===== config.mk =====
export PLATFORM = sky130hd
export DESIGN_NAME = rv32_instr_encoder
export DESIGN_NICKNAME = d
export VERILOG_FILES = /design/src/rtl/rv32_instr_encoder.sv
export SDC_FILE = /design/constraint.sdc
export NUM_CORES = 1
export LEC_CHECK = 0
export ABC_AREA = 0
export BUFFER_PORTS_ARGS = -buffer_cell sky130_fd_sc_hd__buf_2
export CAP_MARGIN = 20
export CORE_MARGIN = 5
export CORE_UTILIZATION = 39
export CTS_BUF_LIST = sky130_fd_sc_hd__clkbuf_4 sky130_fd_sc_hd__clkbuf_8
export DETAILED_ROUTE_END_ITERATION = 10
export GPL_TIMING_DRIVEN = 0
export PLACE_DENSITY = 0.71
export SLEW_MARGIN = 25
export SYNTH_ARGS = -nofsm -noshare
export SYNTH_HDL_FRONTEND = slang
export SYNTH_SLANG_ARGS = --single-unit

===== constraint.sdc =====
create_clock -name clk -period 4.6 [get_ports clk]
set_input_delay 0.46 -clock clk [delete_from_list [all_inputs] [get_ports clk]]
set_output_delay 0.46 -clock clk [all_outputs]
set_load 0.01 [all_outputs]

===== src/rtl/rv32_instr_encoder.sv =====
// Two-stage encoder: decoded RV32I/Zicsr fields -> 32-bit machine word, with a
// sequential imem write address and a saturating count of rejected words.
module rv32_instr_encoder #(
    parameter int XPR_LEN   = 32,
    parameter int IMEM_AW   = 10,
    parameter int ERR_CNT_W = 16
) (
    input  logic                 clk,
    input  logic                 rst_n,
    input  logic                 in_valid,
    output logic                 in_ready,
    input  logic [5:0]           in_opcode,
    input  logic [XPR_LEN-1:0]   in_imm,
    input  logic [12:0]          in_csr,
    input  logic [4:0]           in_rs1,
    input  logic [4:0]           in_rs2,
    input  logic [4:0]           in_rd,
    input  logic                 addr_clr,
    output logic                 out_valid,
    input  logic                 out_ready,
    output logic [XPR_LEN-1:0]   out_instr,
    output logic [5:0]           out_type,
    output logic                 out_err,
    output logic [IMEM_AW-1:0]   out_addr,
    output logic [ERR_CNT_W-1:0] err_cnt
);

    // Opcode enum order mirrors the decoder's rv32_opcode_enum_t.
    typedef enum logic [5:0] {
        OP_LB = 6'h00, OP_LH, OP_LW, OP_LBU, OP_LHU,
        OP_SB, OP_SH, OP_SW,
        OP_SLL, OP_SLLI, OP_SRL, OP_SRLI, OP_SRA, OP_SRAI,
        OP_ADD, OP_ADDI, OP_SUB, OP_LUI, OP_AUIPC,
        OP_XOR, OP_XORI, OP_OR, OP_ORI, OP_AND, OP_ANDI,
        OP_SLT, OP_SLTI, OP_SLTU, OP_SLTIU,
        OP_BEQ, OP_BNE, OP_BLT, OP_BGE, OP_BLTU, OP_BGEU,
        OP_JAL, OP_JALR, OP_FENCE, OP_FENCEI,
        OP_CSRRW, OP_CSRRS, OP_CSRRC, OP_CSRRWI, OP_CSRRSI, OP_CSRRCI,
        OP_ECALL, OP_EBREAK, OP_ERET, OP_MRET, OP_WFI, OP_NOP,
        OP_UNKNOWN = 6'h3F
    } op_e;

    localparam logic [5:0] T_R   = 6'b100000;
    localparam logic [5:0] T_I   = 6'b010000;
    localparam logic [5:0] T_S   = 6'b001000;
    localparam logic [5:0] T_B   = 6'b000100;
    localparam logic [5:0] T_U   = 6'b000010;
    localparam logic [5:0] T_J   = 6'b000001;
    localparam logic [5:0] T_NOP = 6'b000000;
    localparam logic [5:0] T_BAD = 6'b111111;

    localparam logic [6:0] MAJ_LOAD   = 7'b0000011;
    localparam logic [6:0] MAJ_STORE  = 7'b0100011;
    localparam logic [6:0] MAJ_OP     = 7'b0110011;
    localparam logic [6:0] MAJ_OPIMM  = 7'b0010011;
    localparam logic [6:0] MAJ_LUI    = 7'b0110111;
    localparam logic [6:0] MAJ_AUIPC  = 7'b0010111;
    localparam logic [6:0] MAJ_BRANCH = 7'b1100011;
    localparam logic [6:0] MAJ_JAL    = 7'b1101111;
    localparam logic [6:0] MAJ_JALR   = 7'b1100111;
    localparam logic [6:0] MAJ_SYSTEM = 7'b1110011;

    logic                 s1_valid_q, s1_valid_d;
    logic [5:0]           s1_opcode_q, s1_opcode_d;
    logic [XPR_LEN-1:0]   s1_imm_q, s1_imm_d;
    logic [12:0]          s1_csr_q, s1_csr_d;
    logic [4:0]           s1_rs1_q, s1_rs1_d;
    logic [4:0]           s1_rs2_q, s1_rs2_d;
    logic [4:0]           s1_rd_q, s1_rd_d;
    logic                 s2_valid_q, s2_valid_d;
    logic [XPR_LEN-1:0]   s2_instr_q, s2_instr_d;
    logic [5:0]           s2_type_q, s2_type_d;
    logic                 s2_err_q, s2_err_d;
    logic [IMEM_AW-1:0]   addr_q, addr_d;
    logic [ERR_CNT_W-1:0] err_cnt_q, err_cnt_d;

    // Handshake: a word moves across a port on any rising edge where valid and
    // ready are both high; valid, once raised, holds with its data until then.
    logic s2_adv;
    logic out_hs;

    assign s2_adv    = !s2_valid_q || out_ready;
    assign in_ready  = !s1_valid_q || s2_adv;
    assign out_hs    = s2_valid_q && out_ready;
    assign out_valid = s2_valid_q;
    assign out_instr = s2_instr_q;
    assign out_type  = s2_type_q;
    assign out_err   = s2_err_q;
    assign out_addr  = addr_q;
    assign err_cnt   = err_cnt_q;

    logic fits_i, fits_b, fits_j, u_ok, shamt_ok, csr_ok;

    assign fits_i   = (&s1_imm_q[31:11]) || !(|s1_imm_q[31:11]);
    assign fits_b   = ((&s1_imm_q[31:12]) || !(|s1_imm_q[31:12])) && !s1_imm_q[0];
    assign fits_j   = ((&s1_imm_q[31:20]) || !(|s1_imm_q[31:20])) && !s1_imm_q[0];
    assign u_ok     = !(|s1_imm_q[11:0]);
    assign shamt_ok = !(|s1_imm_q[31:5]);
    assign csr_ok   = !s1_csr_q[12];

    logic [5:0]         fmt;
    logic [2:0]         f3;
    logic [6:0]         f7;
    logic [6:0]         maj;
    logic [11:0]        i_field;
    logic               is_fixed, is_shift, is_csr, illegal, range_bad;
    logic [XPR_LEN-1:0] fixed_word, word;

    always_comb begin
        fmt        = T_I;
        f3         = 3'b000;
        f7         = 7'b0000000;
        maj        = MAJ_OPIMM;
        is_fixed   = 1'b0;
        is_shift   = 1'b0;
        is_csr     = 1'b0;
        illegal    = 1'b0;
        fixed_word = '0;
        case (op_e'(s1_opcode_q))
            OP_LB:     begin maj = MAJ_LOAD; f3 = 3'b000; end
            OP_LH:     begin maj = MAJ_LOAD; f3 = 3'b001; end
            OP_LW:     begin maj = MAJ_LOAD; f3 = 3'b010; end
            OP_LBU:    begin maj = MAJ_LOAD; f3 = 3'b100; end
            OP_LHU:    begin maj = MAJ_LOAD; f3 = 3'b101; end
            OP_SB:     begin fmt = T_S; maj = MAJ_STORE; f3 = 3'b000; end
            OP_SH:     begin fmt = T_S; maj = MAJ_STORE; f3 = 3'b001; end
            OP_SW:     begin fmt = T_S; maj = MAJ_STORE; f3 = 3'b010; end
            OP_SLL:    begin fmt = T_R; maj = MAJ_OP; f3 = 3'b001; end
            OP_SLLI:   begin is_shift = 1'b1; f3 = 3'b001; end
            OP_SRL:    begin fmt = T_R; maj = MAJ_OP; f3 = 3'b101; end
            OP_SRLI:   begin is_shift = 1'b1; f3 = 3'b101; end
            OP_SRA:    begin fmt = T_R; maj = MAJ_OP; f3 = 3'b101; f7 = 7'b0100000; end
            OP_SRAI:   begin is_shift = 1'b1; f3 = 3'b101; f7 = 7'b0100000; end
            OP_ADD:    begin fmt = T_R; maj = MAJ_OP; f3 = 3'b000; end
            OP_ADDI:   f3 = 3'b000;
            OP_SUB:    begin fmt = T_R; maj = MAJ_OP; f3 = 3'b000; f7 = 7'b0100000; end
            OP_LUI:    begin fmt = T_U; maj = MAJ_LUI; end
            OP_AUIPC:  begin fmt = T_U; maj = MAJ_AUIPC; end
            OP_XOR:    begin fmt = T_R; maj = MAJ_OP; f3 = 3'b100; end
            OP_XORI:   f3 = 3'b100;
            OP_OR:     begin fmt = T_R; maj = MAJ_OP; f3 = 3'b110; end
            OP_ORI:    f3 = 3'b110;
            OP_AND:    begin fmt = T_R; maj = MAJ_OP; f3 = 3'b111; end
            OP_ANDI:   f3 = 3'b111;
            OP_SLT:    begin fmt = T_R; maj = MAJ_OP; f3 = 3'b010; end
            OP_SLTI:   f3 = 3'b010;
            OP_SLTU:   begin fmt = T_R; maj = MAJ_OP; f3 = 3'b011; end
            OP_SLTIU:  f3 = 3'b011;
            OP_BEQ:    begin fmt = T_B; maj = MAJ_BRANCH; f3 = 3'b000; end
            OP_BNE:    begin fmt = T_B; maj = MAJ_BRANCH; f3 = 3'b001; end
            OP_BLT:    begin fmt = T_B; maj = MAJ_BRANCH; f3 = 3'b100; end
            OP_BGE:    begin fmt = T_B; maj = MAJ_BRANCH; f3 = 3'b101; end
            OP_BLTU:   begin fmt = T_B; maj = MAJ_BRANCH; f3 = 3'b110; end
            OP_BGEU:   begin fmt = T_B; maj = MAJ_BRANCH; f3 = 3'b111; end
            OP_JAL:    begin fmt = T_J; maj = MAJ_JAL; end
            OP_JALR:   begin maj = MAJ_JALR; f3 = 3'b000; end
            OP_FENCE:  begin is_fixed = 1'b1; fixed_word = 32'h0FF0000F; end
            OP_FENCEI: begin is_fixed = 1'b1; fixed_word = 32'h0000100F; end
            OP_CSRRW:  begin is_csr = 1'b1; maj = MAJ_SYSTEM; f3 = 3'b001; end
            OP_CSRRS:  begin is_csr = 1'b1; maj = MAJ_SYSTEM; f3 = 3'b010; end
            OP_CSRRC:  begin is_csr = 1'b1; maj = MAJ_SYSTEM; f3 = 3'b011; end
            OP_CSRRWI: begin is_csr = 1'b1; maj = MAJ_SYSTEM; f3 = 3'b101; end
            OP_CSRRSI: begin is_csr = 1'b1; maj = MAJ_SYSTEM; f3 = 3'b110; end
            OP_CSRRCI: begin is_csr = 1'b1; maj = MAJ_SYSTEM; f3 = 3'b111; end
            OP_ECALL:  begin is_fixed = 1'b1; fixed_word = 32'h00000073; end
            OP_EBREAK: begin is_fixed = 1'b1; fixed_word = 32'h00100073; end
            OP_MRET:   begin is_fixed = 1'b1; fixed_word = 32'h30200073; end
            OP_WFI:    begin is_fixed = 1'b1; fixed_word = 32'h10500073; end
            OP_NOP:    begin is_fixed = 1'b1; fmt = T_NOP; fixed_word = 32'h00000013; end
            default:   begin illegal = 1'b1; fmt = T_BAD; end
        endcase
    end

    // Shifts carry funct7 in the upper immediate bits; CSR ops put the CSR
    // address where an I-type immediate would go.
    always_comb begin
        i_field = s1_imm_q[11:0];
        if (is_shift) begin
            i_field = {f7, s1_imm_q[4:0]};
        end else if (is_csr) begin
            i_field = s1_csr_q[11:0];
        end

        range_bad = 1'b0;
        if (is_fixed || illegal) begin
            range_bad = 1'b0;
        end else if (is_shift) begin
            range_bad = !shamt_ok;
        end else if (is_csr) begin
            range_bad = !csr_ok;
        end else begin
            case (fmt)
                T_I, T_S: range_bad = !fits_i;
                T_B:      range_bad = !fits_b;
                T_U:      range_bad = !u_ok;
                T_J:      range_bad = !fits_j;
                default:  range_bad = 1'b0;
            endcase
        end

        case (fmt)
            T_R:     word = {f7, s1_rs2_q, s1_rs1_q, f3, s1_rd_q, maj};
            T_I:     word = {i_field, s1_rs1_q, f3, s1_rd_q, maj};
            T_S:     word = {s1_imm_q[11:5], s1_rs2_q, s1_rs1_q, f3, s1_imm_q[4:0], maj};
            T_B:     word = {s1_imm_q[12], s1_imm_q[10:5], s1_rs2_q, s1_rs1_q, f3,
                             s1_imm_q[4:1], s1_imm_q[11], maj};
            T_U:     word = {s1_imm_q[31:12], s1_rd_q, maj};
            T_J:     word = {s1_imm_q[20], s1_imm_q[10:1], s1_imm_q[11], s1_imm_q[19:12],
                             s1_rd_q, maj};
            default: word = '0;
        endcase
        if (is_fixed) begin
            word = fixed_word;
        end
    end

    always_comb begin
        s1_valid_d  = s1_valid_q;
        s1_opcode_d = s1_opcode_q;
        s1_imm_d    = s1_imm_q;
        s1_csr_d    = s1_csr_q;
        s1_rs1_d    = s1_rs1_q;
        s1_rs2_d    = s1_rs2_q;
        s1_rd_d     = s1_rd_q;
        if (in_ready) begin
            s1_valid_d = in_valid;
            if (in_valid) begin
                s1_opcode_d = in_opcode;
                s1_imm_d    = in_imm;
                s1_csr_d    = in_csr;
                s1_rs1_d    = in_rs1;
                s1_rs2_d    = in_rs2;
                s1_rd_d     = in_rd;
            end
        end

        s2_valid_d = s2_valid_q;
        s2_instr_d = s2_instr_q;
        s2_type_d  = s2_type_q;
        s2_err_d   = s2_err_q;
        if (s2_adv) begin
            s2_valid_d = s1_valid_q;
            if (s1_valid_q) begin
                s2_err_d   = illegal || range_bad;
                s2_instr_d = (illegal || range_bad) ? '0 : word;
                s2_type_d  = fmt;
            end
        end

        // A clear in the same cycle as a handshake wins.
        addr_d = addr_q;
        if (addr_clr) begin
            addr_d = '0;
        end else if (out_hs) begin
            addr_d = addr_q + 1'b1;
        end

        err_cnt_d = err_cnt_q;
        if (out_hs && s2_err_q && !(&err_cnt_q)) begin
            err_cnt_d = err_cnt_q + 1'b1;
        end
    end

    always_ff @(posedge clk) begin
        if (!rst_n) begin
            s1_valid_q  <= 1'b0;
            s1_opcode_q <= '0;
            s1_imm_q    <= '0;
            s1_csr_q    <= '0;
            s1_rs1_q    <= '0;
            s1_rs2_q    <= '0;
            s1_rd_q     <= '0;
            s2_valid_q  <= 1'b0;
            s2_instr_q  <= '0;
            s2_type_q   <= '0;
            s2_err_q    <= 1'b0;
            addr_q      <= '0;
            err_cnt_q   <= '0;
        end else begin
            s1_valid_q  <= s1_valid_d;
            s1_opcode_q <= s1_opcode_d;
            s1_imm_q    <= s1_imm_d;
            s1_csr_q    <= s1_csr_d;
            s1_rs1_q    <= s1_rs1_d;
            s1_rs2_q    <= s1_rs2_d;
            s1_rd_q     <= s1_rd_d;
            s2_valid_q  <= s2_valid_d;
            s2_instr_q  <= s2_instr_d;
            s2_type_q   <= s2_type_d;
            s2_err_q    <= s2_err_d;
            addr_q      <= addr_d;
            err_cnt_q   <= err_cnt_d;
        end
    end

endmodule

* Yosys cells after proc, flatten, opt, wreduce, memory -nomap -nowiden *
Index checks and enable logic that the tools add are counted.

word-level totals
  flip-flop bits (word level) = 133
  input bits = 71
  output and inout bits = 67
  logic and storage cells = 143

operators by class
  $add $sub $neg = 2
  eq/ne operators = 55
  muxes and demuxes = 18
  bitwise logic cells = 1
  reductions and logical operators = 54

operator list
  kind                     number
  $pmux W30 S7             1
  $pmux W32 S6             1
  $eq A6 B6 Y1 const B     19
  $eq A6 B5 Y1 const B     17
  $mux W32                 2
  $pmux W7 S9              1
  $eq A6 B4 Y1 const B     9
  $reduce_or A27 Y1        2
  $reduce_or A50 Y1        1
  $pmux W6 S7              1
  $eq A6 B3 Y1 const B     5
  $mux W12                 2
  $reduce_or A12 Y1        2
  $pmux W3 S7              1
  $reduce_and A21 Y1       1
  $reduce_or A21 Y1        1
  $reduce_and A20 Y1       1
  $reduce_or A20 Y1        1
  $eq A6 B2 Y1 const B     3
  $reduce_or A6 Y1         3
  $add A16 B1 Y16 const B  1
  $reduce_and A16 Y1       1
  $reduce_or A7 Y1         2
  $eq A6 B1 Y1 const B     2
  other kinds (16)         50

* Logic depth before layout (Yosys ltp) *
Gate-level depths: netlist of run 1.

  word-level depth = 11
  gate-level depth with buffers = 10

* Worst setup path after synthesis of run 1 *
Ideal clock, no wire load.

  path kind = reg-to-reg
  from = register s1_imm_q[8]
  to = register s2_instr_q[7], in the netlist out_instr[7]
  setup time = 0.060 ns
  data arrival time = 2.482 ns
  data required time = 4.540 ns
  path slack = 2.058 ns
  cell stages (with the launch flop) = 9
  clock period less this slack = 2.542 ns
  path through = dfxtp_1 > or4_4 > or4_1 > a21o_1 > a221oi_2 > a21oi_2 > nor4_4 > buf_6 > a32o_2

between the ends
  word-level cells in the longest chain between the ends = 7

RTL lines
  item                    RTL line  source
  from (decl)             65        logic [XPR_LEN-1:0] s1_imm_q, s1_imm_d;
  from (signal assigned)  282       s1_imm_q <= s1_imm_d;
  $reduce_or A12 Y1       97        assign u_ok = !(|s1_imm_q[11:0]);
  $pmux W1 S4             192       case (fmt)
  $mux W1                 189       end else if (is_csr) begin
  $mux W1 *               187       end else if (is_shift) begin
  $mux W1 *               185       if (is_fixed || illegal) begin
  $logic_or A1 B1 Y1 *    245       s2_instr_d = (illegal || range_bad) ? '0 : word;
  $mux W32 *              245
  to (signal assigned)    288       s2_instr_q <= s2_instr_d;
  to (decl)               71        logic [XPR_LEN-1:0] s2_instr_q, s2_instr_d;

Every way passes the cells marked *; elsewhere a longest branch is shown, timed or not.
A chain may end at the register's enable or synchronous reset.

* Worst setup path after layout of run 1 *
  from = register s1_opcode_q[2]
  to = register s2_instr_q[19], in the netlist out_instr[19]

between the ends
  word-level cells in the longest chain between the ends = 11

RTL lines
  item                                                 RTL line  source
  from (decl)                                          64        logic [5:0] s1_opcode_q, s1_opcode_d;
  from (signal assigned)                               281       s1_opcode_q <= s1_opcode_d;
  $eq A6 B6 Y1 (tied with other cells)                 119       case (op_e'(s1_opcode_q))
  $reduce_or A27 Y1 (no line) (tied with other cells)  n/a
  $pmux W6 S7                                          119
  $eq A6 B4 Y1 or $eq A6 B5 Y1 (tied branches)         192, 201
  $reduce_or A2 Y1                                     192
  $pmux W1 S4                                          192
  $mux W1                                              189
  $mux W1                                              187
  $mux W1                                              185
  $logic_or A1 B1 Y1                                   245
  $mux W32 *                                           245

Marked as above.

==> load_flow_metrics.sql, run 1 <==
INSERT INTO impl_metrics (metric_group, metric, value, unit) VALUES
('drt', 'detail_route.wirelength', '21660', 'um'),
('floorplan', 'design.die.area', '0.01982', 'mm2'),
('critical_path', 'timing.critical_path.fanout_max', '10', ''),
('clock_network', 'cts.repair_timing.setup_buffer_count', '0', ''),
('critical_path', 'worstPathRequired', '4.95', 'ns'),
('global_route', 'grt_start_max_net_pins', '17', ''),
('global_route', 'remaining_overflow_grt', '0', ''),
('drt', 'viasPerCell', '5.487', ''),
('clock_network', 'clock_insertion_delay_worst_skew', '0.45', 'ns'),
('clock_network', 'h-tree-depth', '4', ''),
('global_route', 'globalRouteTotalUtil', '21.51', '%'),
('power_and_ir_drop', 'internal_power', '1.908', 'mW'),
('clock_network', 'clock_tree.buffer_depth', '2', ''),
('critical_path', 'worst_stage_delay_on_the_critical_path', '0.51', 'ns'),
('drt', 'drt_pass1_iterations', '5', ''),
('logic_synthesis', 'mappedNetlistNets', '888', ''),
('critical_path', 'startpoint_type', 'flop', ''),
('placement', 'dp_hpwl', '16830', 'um'),
('clock_network', 'root_buffer', 'sky130_fd_sc_hd__clkbuf_8', ''),
('floorplan', 'core.rowCount', '47', ''),
('timing', 'postLayoutSetupSlackWorst', '1.447', 'ns'),
('power_and_ir_drop', 'switching_power_share_of_the_total', '26.97', '%'),
('power_and_ir_drop', 'power.ir.vdd_worst', '177.5', 'uV'),
('power_and_ir_drop', 'leakage', '3.279', 'nW'),
('clock_network', 'cts.sink_count', '132', ''),
('logic_synthesis', 'post_synth.cell_area_avg', '8.184', 'um2'),
('power_and_ir_drop', 'power.density', '324.5', 'mW/mm2'),
('power_and_ir_drop', 'power.share.combinational', '13.6', '%'),
('logic_synthesis', 'ys_warn_count', '0', ''),
('final_layout', 'layout-drive-gt1-share', '19.74', '%'),
('timing', 'maxSlewViolCount', '0', ''),
('timing', 'report.final.setup_viol', '0', ''),
('drt', 'route.detailed.wl_per_inst', '17.99', 'um'),
('placement', 'globalplace.congestion', '0.9541', ''),
('timing', 'rsz0062_at_grt', 'false', ''),
('critical_path', 'cp_common_cell', 'sky130_fd_sc_hd__clkbuf_1', ''),
('critical_path', 'worstPathCellList', 'clkbuf_1 -> clkinv_1 -> o22ai_1 -> a221o_2 -> clkbuf_1 -> nand2b_1 -> a22o_1 -> a32o_1', ''),
('floorplan', 'die_w', '140.8', 'um'),
('final_layout', 'areaGrowthSynthToFinish', '20.73', '%'),
('clock_network', 'post_cts.resized_instances', '0', ''),
('critical_path', 'arrival_time_of_the_worst_setup_path', '3.50', 'ns'),
('floorplan', 'core_area', '0.01670', 'mm2'),
('global_route', 'grt_pass1_vias', '6340', ''),
('final_layout', 'finalNetCount', '1044', ''),
('floorplan', 'die_h', '140.8', 'um'),
('logic_synthesis', 'ys_seq_elements', '132', ''),
('final_layout', 'postLayoutCoreUtil', '48.22', '%'),
('critical_path', 'highest_delay_cell_along_the_critical_path', 'sky130_fd_sc_hd__dfxtp_1', ''),
('timing', 'slew-limit-headroom', '35.86', '%'),
('clock_network', 'numCtsBuffers', '17', ''),
('final_layout', 'filler_cell_count', '1717', ''),
('power_and_ir_drop', 'clock_power_share', '39.5', '%'),
('timing', 'final-hold-violation-count', '0', ''),
('power_and_ir_drop', 'power.net_switching', '0.7048', 'mW'),
('clock_network', 'cts_tree', 'built', ''),
('placement', 'port-buffer-count', '137', ''),
('floorplan', 'initial_utilization', '39.94', '%'),
('timing', 'finalCriticalPeriod', '3.153', 'ns'),
('timing', 'clock.fmax', '317.2', 'MHz'),
('global_route', 'antenna_found_initial', '0', ''),
('timing', 'worstMarginPinSlew', '0.9597', 'ns'),
('hold_path', 'timing.hold.worst.class', 'primary input to flop', ''),
('logic_synthesis', 'synth_async_sr_flop_share', '0', '%'),
('job', 'max_cap_violations', '0', ''),
('logic_synthesis', 'seq_area_frac_synth', '39.62', '%'),
('status', 'outcome', 'completed', ''),
('logic_synthesis', 'synth_ff_type', 'sky130_fd_sc_hd__dfxtp_1', ''),
('floorplan', 'design.portCount', '138', ''),
('global_route', 'grt_first_pass_wirelength', '33930', 'um'),
('logic_synthesis', 'synthesis.instances', '815', ''),
('logic_synthesis', 'synthDistinctLibCells', '71', '');
[power by group through the flow]
stage	registers [mW]	clock network, mW	logic, mW
2_1_floorplan	1.24	0	0.226
5_1_grt	1.23	1.10	0.391
3_5_place_dp	1.25	0	0.351
6_report	1.23	1.03	0.356
3_3_place_gp	1.25	0	0.350
4_1_cts	1.22	1.05	0.352
[flip-flops by register name, summed over array words and instances (netlist names), 5 cells and up]
register,count
s1_imm_q,32
out_instr,31
err_cnt,16
s1_csr_q,13
out_addr,10
out_type,6
s1_opcode_q,6
s1_rd_q,5
s1_rs1_q,5
s1_rs2_q,5
[path summary, 6_finish.rpt]
check                 start             to  slack, ns  cells past startpoint
min reg2reg    out_instr[9]   out_instr[9]       0.46                      1
max          s1_opcode_q[2]  out_instr[19]       1.45                      8
max reg2reg  s1_opcode_q[2]  out_instr[19]       1.45                      8
min               in_csr[0]    s1_csr_q[0]       0.25                      3
[through the flow]
| step | area (um2) | instances | total power [mW] |
|---|---|---|---|
| 3_5_place_dp | 7632 | 1172 | 1.603 |
| 5_1_grt | 8050 | 1203 | 2.721 |
| 3_3_place_gp | 7631 | 1172 | 1.601 |
| 6_report | 8053 | 1204 | 2.613 |
| 4_1_cts | 8050 | 1203 | 2.623 |
| 2_1_floorplan | 6670 | 815 | 1.466 |
[critical path, delay by kind of cell (launching register included)]
kind,cells,cell delay (ns)
flops,1,0.51
simple gates,1,0.31
compound gates,4,0.96
buf+inv,3,1.27
[layer usage]
| layer | routed length (um) | up-vias | global-route usage (%) | share of wire, % |
|---|---|---|---|---|
| met5 | 0 | - | 0 | 0 |
| met4 | 545 | 0 | 7.802 | 2.5 |
| met3 | 1140 | 38 | 3.827 | 5.3 |
| met2 | 10320 | 239 | 35.91 | 48 |
| met1 | 9653 | 3090 | 27.92 | 45 |
| li1 | - | 3239 | - | - |
[kinds of logic after synthesis]
family / share of synthesized area [%]
simple gates: 23.56
buf+inv: 4.933
xor+xnor: 3.152
flops: 39.62
mux: 0.9004
fa+ha+maj: 0.5252
compound gates: 27.31
[synthesized netlist by cell type, drive strengths merged, types with 13 or more instances]
library cell	n	area, um2
a21boi	70	525.5
a21oi	32	163.9
a22o	19	166.4
a32o	21	211.5
and2	13	81.33
and3	13	83.83
clkbuf	55	206.5
dfxtp	132	2643
nand2	181	679.4
nand3	15	75.07
nor2	33	123.9
nor2b	20	125.1
o21ai	31	155.2
xor2	15	131.4
[placed cells by master, fill, tap and decap left out, types with 5 or more instances in the layout]
cell | synthesis | routed
sky130_fd_sc_hd__o221a_2 | 5 | 5
sky130_fd_sc_hd__o22ai_1 | 6 | 6
sky130_fd_sc_hd__a22o_1 | 19 | 19
sky130_fd_sc_hd__xnor2_1 | 9 | 9
sky130_fd_sc_hd__o21ai_0 | 31 | 31
sky130_fd_sc_hd__nand2b_1 | 10 | 10
sky130_fd_sc_hd__buf_2 | 0 | 137
sky130_fd_sc_hd__o211ai_1 | 10 | 10
sky130_fd_sc_hd__nor4_1 | 7 | 7
sky130_fd_sc_hd__clkbuf_8 | 0 | 20
sky130_fd_sc_hd__a221o_1 | 6 | 6
sky130_fd_sc_hd__xor2_1 | 15 | 15
sky130_fd_sc_hd__and3_1 | 11 | 11
sky130_fd_sc_hd__dfxtp_1 | 132 | 132
sky130_fd_sc_hd__clkbuf_1 | 55 | 55
sky130_fd_sc_hd__inv_1 | 6 | 6
sky130_fd_sc_hd__a221oi_1 | 6 | 6
sky130_fd_sc_hd__buf_1 | 6 | 6
sky130_fd_sc_hd__nor3_1 | 8 | 8
sky130_fd_sc_hd__mux2i_1 | 6 | 6
sky130_fd_sc_hd__a32o_1 | 20 | 20
sky130_fd_sc_hd__nor2_1 | 33 | 33
sky130_fd_sc_hd__a21oi_1 | 31 | 31
sky130_fd_sc_hd__and2_1 | 12 | 12
sky130_fd_sc_hd__nand4_1 | 10 | 10
sky130_fd_sc_hd__nand3_1 | 15 | 15
sky130_fd_sc_hd__nor2b_1 | 20 | 20
sky130_fd_sc_hd__a21boi_0 | 70 | 70
sky130_fd_sc_hd__nand2_1 | 181 | 181
[cell type report]
cell class                 count  area, um2  area share, %
sequential                   132       2643          32.82
timing repair buffer         137      685.7          8.515
clock buffer                  22      290.3          3.605
inverter                       7      26.28         0.3263
multi-input combinational    610       3700          45.94
clock inverter                 9      127.6          1.585
antenna                        1      2.502        0.03108
buffer                        66      302.8          3.760
tap                          220      275.3          3.418
Note: power is estimated with default switching activity, not from simulation.
==> run 2: changes to the inputs <==
ABC_AREA = 1   (was 0)
clock period = 2.97 ns   (was 4.6 ns; I/O delays follow)
==> run 2 against run 1 <==
Register-to-register slack worse by 1.2 ns. Non-clock buffer count down 15. Total power up 68%. Critical path type unchanged. Largest power group unchanged. Highest routed layer unchanged.
==> load_flow_metrics.sql, run 2 <==
INSERT INTO impl_metrics (metric_group, metric, value, unit) VALUES
('status', 'outcome', 'completed', ''),
('critical_path', 'timing.critical_path.fanout_max', '10', ''),
('drt', 'vias', '7416', ''),
('logic_synthesis', 'synth.cell_area', '0.006972', 'mm2'),
('power_and_ir_drop', 'power.density', '526.6', 'mW/mm2'),
('timing', 'whs', '0.09953', 'ns'),
('logic_synthesis', 'post-synth-top-area-cell', 'sky130_fd_sc_hd__dfxtp_1', ''),
('placement', 'postPlaceCellArea', '0.007939', 'mm2'),
('critical_path', 'worstPathRequired', '3.28', 'ns'),
('logic_synthesis', 'post_synth.cell_area_avg', '6.882', 'um2'),
('clock_network', 'cts_hold_buffers_added', '0', ''),
('power_and_ir_drop', 'totalPowerFinal', '4.393', 'mW'),
('placement', 'globalplace.congestion', '0.9950', ''),
('timing', 'finalCriticalPeriod', '2.707', 'ns'),
('timing', 'skew', '0.008779', 'ns'),
('drt', 'drc', '0', ''),
('timing', 'final-hold-violation-count', '0', ''),
('critical_path', 'worstPathCellList', 'buf_4 -> inv_2 -> nor2_1 -> nand3_1 -> nand2_2 -> nor2_4 -> nand2_4 -> buf_2 -> o21ai_0 -> nand2_1 -> nand3_1 -> nand2_1 -> inv_1 -> nand4_1 -> a21oi_1', ''),
('final_layout', 'most-common-layout-cells', 'sky130_fd_sc_hd__nand2_1 (179), sky130_fd_sc_hd__buf_2 (142), sky130_fd_sc_hd__dfxtp_1 (132), sky130_fd_sc_hd__nor2_1 (121), sky130_fd_sc_hd__o21ai_0 (106)', ''),
('logic_synthesis', 'most_frequent_cells_after_synthesis', 'sky130_fd_sc_hd__nand2_1 (179), sky130_fd_sc_hd__dfxtp_1 (132), sky130_fd_sc_hd__nor2_1 (121)', ''),
('clock_network', 'cts_tree', 'built', ''),
('logic_synthesis', 'ys_seq_elements', '132', ''),
('timing', 'rsz0062_at_grt', 'false', ''),
('logic_synthesis', 'mappedNetlistNets', '1086', ''),
('final_layout', 'postLayoutCellArea', '0.008343', 'mm2'),
('global_route', 'antenna_found_initial', '0', ''),
('floorplan', 'design.die.area', '0.02065', 'mm2'),
('logic_synthesis', 'synthDistinctLibCells', '42', ''),
('timing', 'report.final.setup_viol', '0', ''),
('timing', 'clock.fmax', '369.4', 'MHz'),
('clock_network', 'cts.sink_count', '132', ''),
('global_route', 'globalRouteTotalUtil', '23.31', '%'),
('logic_synthesis', 'seq_area_frac_synth', '37.90', '%'),
('floorplan', 'core_area', '0.01742', 'mm2'),
('global_route', 'grt_start_max_net_pins', '17', ''),
('hold_path', 'hold-path-endpoint', 's1_csr_q[3]', ''),
('floorplan', 'die_h', '143.7', 'um'),
('timing', 'maxSlewViolCount', '0', ''),
('clock_network', 'root_buffer', 'sky130_fd_sc_hd__clkbuf_8', ''),
('drt', 'detail_route.wirelength', '23850', 'um'),
('floorplan', 'initial_utilization', '40.03', '%'),
('critical_path', 'worstSetupEndpointType', 'flop', ''),
('drt', 'ant_nets', '0', ''),
('clock_network', 'numCtsBuffers', '17', ''),
('critical_path', 'r2r_setup_slack', '0.26', 'ns'),
('critical_path', 'worst_stage_delay_on_the_critical_path', '0.48', 'ns'),
('critical_path', 'highest_delay_cell_along_the_critical_path', 'sky130_fd_sc_hd__nor2_1', ''),
('timing', 'post-route-period-util', '91.16', '%'),
('timing', 'setup_tns', '0', 'ns'),
('drt', 'viasPerCell', '5.271', ''),
('power_and_ir_drop', 'power.ir.vdd_worst', '304.7', 'uV'),
('placement', 'dp_hpwl', '18930', 'um'),
('logic_synthesis', 'ys_warn_count', '0', ''),
('clock_network', 'cts.repair_timing.setup_buffer_count', '0', ''),
('logic_synthesis', 'synth.top_cells.by_area', 'sky130_fd_sc_hd__dfxtp_1 (38%), sky130_fd_sc_hd__nand2_1 (9.6%), sky130_fd_sc_hd__o21ai_0 (7.6%), sky130_fd_sc_hd__a21oi_1 (7.0%), sky130_fd_sc_hd__nor2_1 (6.5%)', ''),
('critical_path', 'startpoint_type', 'flop', ''),
('final_layout', 'largest-register', 's1_imm_q', ''),
('final_layout', 'insertedDiodeCount', '0', ''),
('global_route', 'grt_pass1_vias', '7005', ''),
('floorplan', 'die_w', '143.7', 'um'),
('drt', 'initial_drt_markers', '824', ''),
('clock_network', 'worst_setup_hold_path_clk_slew', '0.08', 'ns'),
('logic_synthesis', 'synth_edf_count', '0', ''),
('global_route', 'remaining_overflow_grt', '0', ''),
('hold_path', 'timing.hold.worst.start', 'in_csr[3]', ''),
('job', 'max_cap_violations', '0', ''),
('global_route', 'grt_first_pass_wirelength', '37400', 'um'),
('critical_path', 'rr_worst_depth', '15', ''),
('critical_path', 'arrival_time_of_the_worst_setup_path', '3.02', 'ns'),
('logic_synthesis', 'post-synth-top-count-cell', 'sky130_fd_sc_hd__nand2_1', ''),
('critical_path', 'regToRegEndpoint', 'out_instr[22]', ''),
('logic_synthesis', 'synth_largest_type_area_fraction', '37.90', '%'),
('final_layout', 'largest_register_ff_count', '32', ''),
('final_layout', 'most_common_cell_after_layout_fill_and_taps_aside', 'sky130_fd_sc_hd__nand2_1', ''),
('placement', 'port-buffer-count', '137', ''),
('floorplan', 'design.portCount', '138', ''),
('final_layout', 'areaGrowthSynthToFinish', '19.67', '%'),
('final_layout', 'layout-drive-gt1-share', '21.66', '%'),
('clock_network', 'h-tree-depth', '4', ''),
('clock_network', 'post_cts.resized_instances', '0', ''),
('clock_network', 'clock_insertion_delay_worst_skew', '0.44', 'ns'),
('critical_path', 'crit_type', 'flop to flop', ''),
('final_layout', 'finalNetCount', '1242', ''),
('timing', 'worstMarginPinSlew', '0.7264', 'ns'),
('logic_synthesis', 'synthesis.instances', '1013', ''),
('hold_path', 'hold_depth', '3', ''),
('power_and_ir_drop', 'leakage', '3.748', 'nW'),
('drt', 'drt_pass1_iterations', '6', ''),
('clock_network', 'clock_tree.buffer_depth', '2', ''),
('logic_synthesis', 'synth_ff_type', 'sky130_fd_sc_hd__dfxtp_1', ''),
('timing', 'slew-limit-headroom', '51.57', '%'),
('hold_path', 'timing.hold.worst.class', 'primary input to flop', ''),
('floorplan', 'core.rowCount', '48', ''),
('critical_path', 'r2r-start', 's1_opcode_q[1]', ''),
('drt', 'route.detailed.wl_per_inst', '16.95', 'um'),
('logic_synthesis', 'synth_async_sr_flop_share', '0', '%');
==> run 2: cell types whose count changed in the layout (fill, tap and decap cells not counted), sizes merged, moves of 14 or more <==
cell / delta
nand3: +54
a32o: -21
a22o: -19
a21boi: -69
xor2: -14
a21oi: +66
nor2: +111
inv: +103
nor2b: -20
clkbuf: -27
nand4: +40
nand2: +22
o21ai: +75
==> run 2: critical path, delay by kind of cell, from the launching register on <==
family	cells	cell delay (ns)
AND/OR/NAND/NOR	9	1.53
buffers and inverters	4	0.55
flip-flops	1	0.31
AO/OA/AOI/OAI	2	0.18
==> run 2: cell type report <==
type,count,area [um2]
fill,1842,9074
inverter,106,399.1
buffer,51,295.3
clock buffer,19,255.2
sequential,132,2643
multi-input combinational,724,3635
clock inverter,13,148.9
tap,225,281.5
timing repair buffer,137,685.7
==> run 2: report_power, final <==
part / internal [mW] / switching (mW) / leakage (nW) / total [mW]
Combinational: 0.310 / 0.605 / 2.47 / 0.914
Sequential: 1.86 / 0.0721 / 1.08 / 1.93
Clock: 0.789 / 0.762 / 0.191 / 1.55
Total: 2.95 / 1.44 / 3.75 / 4.39
==> run 2: per-layer routing <==
layer	vias up	part of all wire, %	GRT usage, %
met5	-	0	0
met4	0	3.7	9.713
met3	58	7.5	5.691
met2	306	44	36.08
met1	3343	45	31.17
li1	3709	-	-
==> run 2: cell families after synthesis <==
family                     share of synthesized area, %
and+or+nand+nor                                   34.10
AOI/OAI and AO/OA                                 17.55
buffers and inverters                             9.960
DFF                                               37.90
adders and majority gates                        0.3589
xor gates and xnor gates                         0.1257
==> run 2: worst max path at each step <==
stage / cells past startpoint / start / to / slack [ns]
2_1_floorplan: 13 / err_cnt[0] / err_cnt[15] / 1.02
3_3_place_gp: 15 / s1_opcode_q[1] / out_instr[20] / 0.25
3_5_place_dp: 15 / s1_opcode_q[1] / out_instr[22] / 0.41
4_1_cts: 15 / s1_opcode_q[1] / out_instr[22] / 0.39
5_1_grt: 14 / s1_opcode_q[1] / out_instr[26] / 0.11
6_report: 15 / s1_opcode_q[1] / out_instr[22] / 0.26
==> run 2: through the flow <==
stage	instances	util, %	setup slack [ns]
after detailed placement	1375	45.58	0.4090
after floorplan	1013	-	1.022
after global placement	1375	45.58	0.2471
after global routing	1407	47.90	0.1122
final	1407	47.90	0.2626
after CTS	1407	47.90	0.3935
